--- src/rtl/lsu_bus_ctrl_if.sv ---
// Data-memory bus channel between the load/store sequencer and memory:
// a valid/ready request channel and a valid-only response channel.
interface lsu_bus_ctrl_if #(
  parameter int ADDR_W = 64
);
  logic              req_valid;
  logic              req_ready;
  logic              req_wen;
  logic [ADDR_W-1:0] req_addr;
  logic [63:0]       req_wdata;
  logic [7:0]        req_wstrb;
  logic              resp_valid;
  logic [63:0]       resp_rdata;

  modport master (
    output req_valid, req_wen, req_addr, req_wdata, req_wstrb,
    input  req_ready, resp_valid, resp_rdata
  );

  modport slave (
    input  req_valid, req_wen, req_addr, req_wdata, req_wstrb,
    output req_ready, resp_valid, resp_rdata
  );
endinterface

--- src/rtl/lsu_bus_ctrl.sv ---
// Multi-cycle load/store sequencer: checks alignment, steers store bytes
// onto the doubleword bus, extends load data and stalls the pipeline until
// the bus access completes, is rejected as misaligned, or times out.
module lsu_bus_ctrl #(
  parameter int TIMEOUT_CYCLES = 256,
  parameter int ADDR_W         = 64
) (
  input  logic              clock,
  input  logic              reset,
  input  logic              ex_valid,
  input  logic              mem_read,
  input  logic              mem_write,
  input  logic [2:0]        load_type,
  input  logic [2:0]        store_type,
  input  logic [ADDR_W-1:0] addr,
  input  logic [63:0]       wdata,
  output logic              stall,
  output logic              done,
  output logic [63:0]       rdata,
  output logic              misalign,
  output logic              bus_err,
  lsu_bus_ctrl_if.master    bus
);

  typedef enum logic [1:0] {IDLE, REQ, RESP, DONE} state_t;

  localparam int TW = (TIMEOUT_CYCLES > 0) ? $clog2(TIMEOUT_CYCLES + 1) : 1;
  localparam logic [TW-1:0] TO_LAST = TW'((TIMEOUT_CYCLES > 0) ? TIMEOUT_CYCLES - 1 : 0);

  state_t            state, state_n;
  logic [TW-1:0]     timer;
  logic              go, mis_now, sgn_in, timeout_hit;
  logic [1:0]        size_in;
  logic              fin_mis, fin_to, fin_resp, in_req;
  logic [ADDR_W-1:0] lat_addr;
  logic [63:0]       lat_wdata;
  logic [7:0]        lat_strb;
  logic [2:0]        lat_off;
  logic [1:0]        lat_size;
  logic              lat_sgn, lat_wen;

  // Byte-enable pattern for an access of 2**size bytes starting at lane off.
  function automatic logic [7:0] lane_strb(input logic [1:0] size, input logic [2:0] off);
    logic [7:0] m;
    unique case (size)
      2'd0:    m = 8'h01;
      2'd1:    m = 8'h03;
      2'd2:    m = 8'h0F;
      default: m = 8'hFF;
    endcase
    return m << off;
  endfunction

  // Pull the addressed bytes out of the doubleword and sign/zero extend.
  function automatic logic [63:0] load_ext(input logic [63:0] raw, input logic [2:0] off,
                                           input logic [1:0] size, input logic sgn);
    logic [63:0]        lane;
    logic signed [7:0]  b;
    logic signed [15:0] h;
    logic signed [31:0] w;
    logic signed [63:0] sx;
    lane = raw >> {off, 3'b000};
    b    = lane[7:0];
    h    = lane[15:0];
    w    = lane[31:0];
    unique case (size)
      2'd0:    if (sgn) sx = b; else sx = {56'd0, lane[7:0]};
      2'd1:    if (sgn) sx = h; else sx = {48'd0, lane[15:0]};
      2'd2:    if (sgn) sx = w; else sx = {32'd0, lane[31:0]};
      default: sx = lane;
    endcase
    return sx;
  endfunction

  // Decode access size/signedness from the decoder types; a store wins over a load.
  always_comb begin
    size_in = 2'd0;
    sgn_in  = 1'b0;
    if (mem_write) begin
      unique case (store_type)
        3'b101:  size_in = 2'd1;
        3'b110:  size_in = 2'd2;
        3'b111:  size_in = 2'd3;
        default: size_in = 2'd0;
      endcase
    end else begin
      unique case (load_type)
        3'b001:  begin size_in = 2'd0; sgn_in = 1'b1; end
        3'b010:  begin size_in = 2'd1; sgn_in = 1'b1; end
        3'b011:  begin size_in = 2'd2; sgn_in = 1'b1; end
        3'b100:  size_in = 2'd3;
        3'b101:  size_in = 2'd0;
        3'b110:  size_in = 2'd1;
        3'b111:  size_in = 2'd2;
        default: size_in = 2'd0;
      endcase
    end
  end

  assign go          = ex_valid & (mem_read | mem_write);
  assign mis_now     = ((size_in == 2'd1) & addr[0]) |
                       ((size_in == 2'd2) & (addr[1:0] != 2'b00)) |
                       ((size_in == 2'd3) & (addr[2:0] != 3'b000));
  assign timeout_hit = (TIMEOUT_CYCLES != 0) && (timer >= TO_LAST);

  // FSM state register.
  always_ff @(posedge clock) begin
    if (reset) state <= IDLE;
    else       state <= state_n;
  end

  // Next state and completion causes; a response in RESP beats a same-cycle timeout.
  always_comb begin
    state_n  = state;
    fin_mis  = 1'b0;
    fin_to   = 1'b0;
    fin_resp = 1'b0;
    unique case (state)
      IDLE: begin
        if (go) begin
          state_n = mis_now ? DONE : REQ;
          fin_mis = mis_now;
        end
      end
      REQ: begin
        if (timeout_hit) begin
          state_n = DONE;
          fin_to  = 1'b1;
        end else if (bus.req_ready) begin
          state_n = RESP;
        end
      end
      RESP: begin
        if (bus.resp_valid) begin
          state_n  = DONE;
          fin_resp = 1'b1;
        end else if (timeout_hit) begin
          state_n = DONE;
          fin_to  = 1'b1;
        end
      end
      DONE:    state_n = IDLE;
      default: state_n = IDLE;
    endcase
  end

  // Bus timer: cleared on issue, counts every cycle spent waiting on the bus.
  always_ff @(posedge clock) begin
    if (reset)                         timer <= '0;
    else if (state == IDLE && go)      timer <= '0;
    else if (state == REQ || state == RESP) timer <= timer + 1'b1;
  end

  // Capture the access when it is accepted; store data is lane-shifted here.
  always_ff @(posedge clock) begin
    if (state == IDLE && go) begin
      lat_addr  <= {addr[ADDR_W-1:3], 3'b000};
      lat_off   <= addr[2:0];
      lat_size  <= size_in;
      lat_sgn   <= sgn_in;
      lat_wen   <= mem_write;
      lat_wdata <= wdata << {addr[2:0], 3'b000};
      lat_strb  <= mem_write ? lane_strb(size_in, addr[2:0]) : 8'h00;
    end
  end

  // Completion results, held until the next completion.
  always_ff @(posedge clock) begin
    if (reset) begin
      rdata    <= '0;
      misalign <= 1'b0;
      bus_err  <= 1'b0;
    end else if (fin_mis) begin
      rdata    <= '0;
      misalign <= 1'b1;
      bus_err  <= 1'b0;
    end else if (fin_to) begin
      rdata    <= '0;
      misalign <= 1'b0;
      bus_err  <= 1'b1;
    end else if (fin_resp) begin
      rdata    <= lat_wen ? 64'd0 : load_ext(bus.resp_rdata, lat_off, lat_size, lat_sgn);
      misalign <= 1'b0;
      bus_err  <= 1'b0;
    end
  end

  // Reset masks the bus and pipeline controls in the very cycle it is sampled.
  assign in_req        = (state == REQ) & ~reset;
  assign bus.req_valid = in_req;
  assign bus.req_wen   = in_req & lat_wen;
  assign bus.req_addr  = in_req ? lat_addr  : '0;
  assign bus.req_wdata = in_req ? lat_wdata : '0;
  assign bus.req_wstrb = in_req ? lat_strb  : '0;
  assign stall = ~reset & (((state == IDLE) & go) | (state == REQ) | (state == RESP));
  assign done  = ~reset & (state == DONE);

endmodule

--- src/flat_wrapper.sv ---
// flat-port wrapper written by rule: the top's interface ports become plain ports
module lsu_bus_ctrl_flat 
#(
  parameter int TIMEOUT_CYCLES = 256,
  parameter int ADDR_W         = 64
)
  (clock, reset, ex_valid, mem_read, mem_write, load_type, store_type, addr, wdata, stall, done, rdata, misalign, bus_err, bus_req_valid, bus_req_wen, bus_req_addr, bus_req_wdata, bus_req_wstrb, bus_req_ready, bus_resp_valid, bus_resp_rdata);
  lsu_bus_ctrl_if #(.ADDR_W(ADDR_W)) bus_i ();
  input  logic clock;
  input  logic reset;
  input  logic ex_valid;
  input  logic mem_read;
  input  logic mem_write;
  input  logic [2:0] load_type;
  input  logic [2:0] store_type;
  input  logic [ADDR_W-1:0] addr;
  input  logic [63:0] wdata;
  output logic stall;
  output logic done;
  output logic [63:0] rdata;
  output logic misalign;
  output logic bus_err;
  output wire logic [$bits(bus_i.req_valid)-1:0] bus_req_valid;
  output wire logic [$bits(bus_i.req_wen)-1:0] bus_req_wen;
  output wire logic [$bits(bus_i.req_addr)-1:0] bus_req_addr;
  output wire logic [$bits(bus_i.req_wdata)-1:0] bus_req_wdata;
  output wire logic [$bits(bus_i.req_wstrb)-1:0] bus_req_wstrb;
  input wire logic [$bits(bus_i.req_ready)-1:0] bus_req_ready;
  input wire logic [$bits(bus_i.resp_valid)-1:0] bus_resp_valid;
  input wire logic [$bits(bus_i.resp_rdata)-1:0] bus_resp_rdata;
  assign bus_req_valid = bus_i.req_valid;
  assign bus_req_wen = bus_i.req_wen;
  assign bus_req_addr = bus_i.req_addr;
  assign bus_req_wdata = bus_i.req_wdata;
  assign bus_req_wstrb = bus_i.req_wstrb;
  assign bus_i.req_ready = bus_req_ready;
  assign bus_i.resp_valid = bus_resp_valid;
  assign bus_i.resp_rdata = bus_resp_rdata;
  lsu_bus_ctrl #(.TIMEOUT_CYCLES(TIMEOUT_CYCLES), .ADDR_W(ADDR_W)) u_core (.clock(clock), .reset(reset), .ex_valid(ex_valid), .mem_read(mem_read), .mem_write(mem_write), .load_type(load_type), .store_type(store_type), .addr(addr), .wdata(wdata), .stall(stall), .done(done), .rdata(rdata), .misalign(misalign), .bus_err(bus_err), .bus(bus_i));
endmodule
--- config.mk ---
export PLATFORM = sky130hd
export DESIGN_NAME = lsu_bus_ctrl_flat
export DESIGN_NICKNAME = d
export VERILOG_FILES = /design/src/rtl/lsu_bus_ctrl_if.sv /design/src/rtl/lsu_bus_ctrl.sv /design/src/flat_wrapper.sv
export SDC_FILE = /design/constraint.sdc
export NUM_CORES = 1
export LEC_CHECK = 0
export ABC_AREA = 1
export CAP_MARGIN = 20
export CORE_UTILIZATION = 43
export DETAILED_ROUTE_END_ITERATION = 10
export PLACE_DENSITY = 0.9
export SLEW_MARGIN = 0
export SYNTH_ARGS = -nofsm -noshare
export SYNTH_HDL_FRONTEND = slang
export SYNTH_SLANG_ARGS = --single-unit
--- constraint.sdc ---
create_clock -name clock -period 11.1 [get_ports clock]
set_input_delay 2.22 -clock clock [delete_from_list [all_inputs] [get_ports clock]]
set_output_delay 2.22 -clock clock [all_outputs]
set_load 0.01 [all_outputs]
==> summary.md <==
| Metric | Value |
|---|---|
| Cell variety after synth | 45 |
| Pint | 1.86 mW |
| Kind of critical path | input port to output pin |
| Outcome | finished clean |
| Full die area | 30,300 sq um |
| Core area | 28,900 sq um |
| Ranking of synthesized cells by area | edfxtp_1 33%, dfxtp_1 12%, nand2_1 12%, nor2_1 6.1%, inv_1 5.3% |
| CP max stage cell | buf_4 |
| Initial antenna violation count | 1 |
| RSZ-0062 raised after global routing | no |
| Mapped cell area | 12,700 sq um |
| Critical Path RT | 8880 ps |
| Crit path DAT | 4860 ps |
| Critical-path maximum fanout | 72 |
| Htree depth | 1 |
| Number of buffers created by CTS | 25 |
| DR vias | 12,600 |
| Max Freq | 141 MHz |
| Post-synth top cells | 407 x nand2_1, 205 x nor2_1, 181 x inv_1 |
| CTS tree | done |
| CTS clock-pin slew for the worst setup and hold paths | 60 ps |
| Measured slew at the worst slew-check pin | 1050 ps |
| Reg-to-reg critical path startpoint | u_core.state[1] |
| Leak | 6.96 nW |
| Setup TNS | 0 ps |
| FF+latch area | 5750 sq um |
| NumNets Final | 2,182 |
| Multi-input gate area | 5590 sq um |
| Relative slew slack | 29.8% |
| Post-route ant nets | 0 |
| PD cells | 164 nW/um^2 |
| Area grow syn2layout | 37.6% |
| Layout cells sized above 1 | 9.70% |
| Diodes inserted | 0 |
| Reg-to-Reg End | u_core.lat_wdata[9] |
| Dpl hpwl | 31,600 microns |
| DRC errors left | 0 |
| Detailed router's first-iteration violation count | 1,257 |
| Final Non-Filler Cells | 2,373 |
| Final Hold Viols | 0 |
| Cells after DPL | 2,328 |
| Synthesized flop and latch total | 217 |
| Vias in the first global route | 12,200 |
| FILL cells | 2,353 |
| Simple-gate share of the synthesized area | 27.3% |
| Post-synth top area share | 33.1% |
| Final setup violation count | 0 |
| Combinational Power Share | 34.9% |
| R2R Setup Slk | 7800 ps |
| Mapped Cells | 1,634 |
| Post-synthesis sequential area ratio | 45.2% |
| Largest net degree at the start of global routing | 79 |
| Largest family of logic cells by synthesized area | simple AND/OR/NAND/NOR gates |
| CP cell instances | clkdlybuf4s50_1 > nor2_1 > inv_4 > buf_4 > nor2_1 > clkdlybuf4s50_1 |
| CP startpoint kind | input port |
| Complex-gate fraction of the synthesized area | 13.6% |
| GRT Total Usage | 27.5% |
| Mux contribution to synthesized area | 2.05% |
| Setup Skew | 6.59 ps |
| CTS sink cnt | 217 |
| YS warnings | 0 |
| Post-synth top area cell | edfxtp_1 |
| Crit-path max cell delay | 670 ps |
| Top FF cell, synth | edfxtp_1 |
| Clock share of power | 28.4% |
| Fin crit period | 7080 ps |
| First-pass GRT wire length | 65,900 microns |
| CTS resizes | 0 |
| Syn avg cell area | 7.78 sq um |
| Post-synth EDFFs | 140 |
| XOR/XNOR Fraction of Synth Area | 0.138% |
| Post-CTS Hold Fix Bufs | 0 |
| Final period util | 63.7% |
| Adder-Cell Fraction of Synth Area | 0.590% |
| Longest Clk Path Bufs | 3 |
| Max-Cap Viols | 0 |
| Top-count cell post-synth | nand2_1 |
| Worst Hold Class | flip-flop to flip-flop |
| Die Wd | 174 microns |
| R2R depth | 6 |
| Vias per std cell | 5.33 |
| Sequential share of power | 36.7% |
| Slew Viols, Final | 0 |
| Setup bufs post-CTS | 0 |
| Switch share | 35.2% |
| Sw power | 1.01 mW |
| Die height | 174 microns |
| Hold Crit Depth | 2 |
| Async S/R FF share, synth | 0% |
| Hold path endpoint | u_core.bus_err |
| Port buffer count | 407 |
| Initial core utilization | 44.0% |
| FP Rows | 62 |
| Worst IR Drop VDD | 0.000101 V |
| Total grt overflow | 0 |
| Ports | 411 |
| 1st-pass router iterations | 6 |
| Post-Route WL | 43,400 microns |
| Crit path capture type | output pin |
| Skew-Pair Late Insertion Delay | 520 ps |
| GP Congestion | 0.947 |
| WL per Instance | 18.3 microns |
| Hold_sp | u_core.bus_err |
| Clock root cell | clkbuf_16 |
==> how the worst max path moves through the flow <==
stage	startpoint	endpoint	slack (ps)	depth (start not counted)
global placement	mem_write	stall	4190	6
global route	reset	bus_req_wdata[22]	3880	6
finish	reset	bus_req_wdata[42]	4020	6
floorplan	mem_write	stall	2110	5
detailed placement	reset	bus_req_wdata[28]	4100	6
CTS	reset	bus_req_wdata[28]	4080	6
==> layout by cell type (no fill, tap or decap), types with 51 or more instances in the layout <==
master           count
nor2_1             203
edfxtp_1           140
inv_1              181
dfxtp_1             77
o21ai_0            127
nand3_1             91
nand2_1            406
a21oi_2             56
clkdlybuf4s50_1    406
a21oi_1             51
==> critical path, delay by kind of cell <==
kind | cells | cell delay, ps
buffers and inverters | 4 | 2320
and+or+nand+nor | 2 | 260
==> cell families after synthesis <==
| logic type | Yosys count |
|---|---|
| compound gates | 287 |
| simple gates | 791 |
| xor+xnor | 2 |
| flops | 217 |
| other cells | 1 |
| fa+ha+maj | 6 |
| buf+inv | 304 |
| mux | 26 |
==> registers in the layout, indices dropped and copies added (netlist names) <==
register and count:
u_core.lat_wdata 64, u_core.rdata 64, u_core.lat_addr 61, u_core.timer 9
u_core.lat_strb 8, u_core.lat_off 3, u_core.lat_size 2, u_core.state 2
u_core.bus_err 1, u_core.lat_sgn 1, u_core.lat_wen 1, u_core.misalign 1
==> power by group through the flow <==
stage / sequential, mW / combinational [mW] / clock, mW
2_1_floorplan: 1.07 / 0.593 / 0
3_3_place_gp: 1.06 / 0.967 / 0
3_5_place_dp: 1.07 / 0.983 / 0
4_1_cts: 1.05 / 0.989 / 0.820
5_1_grt: 1.06 / 1.08 / 0.852
6_report: 1.05 / 0.999 / 0.813
==> layer usage <==
| layer | wire [microns] | GRT usage [%] | vias to the layer above |
|---|---|---|---|
| met4 | 2210 | 13.0 | 2 |
| met5 | 13 | 0 | - |
| met3 | 4000 | 5.66 | 142 |
| met1 | 16000 | 32.0 | 5802 |
| li1 | - | - | 5954 |
| met2 | 21200 | 48.4 | 744 |
==> cell type report <==
class / instances / area share, %
timing repair buffer: 420 / 23.8
inverter: 192 / 4.15
clock buffer: 36 / 3.94
clock inverter: 9 / 0.572
multi-input combinational: 1115 / 31.9
tap: 384 / 2.75
sequential: 217 / 32.8
==> per-stage QoR <==
step	utilization (%)	area [sq um]	worst slack [ps]	hold WS [ps]	total power, mW
floorplan	-	12700	2110	452	1.66
global placement	57.7	16700	4190	450	2.03
detailed placement	57.7	16700	4100	459	2.05
CTS	60.5	17500	4080	469	2.86
global route	60.5	17500	3880	487	2.99
finish	60.5	17500	4020	466	2.86
(Power assumes the default switching activity.)
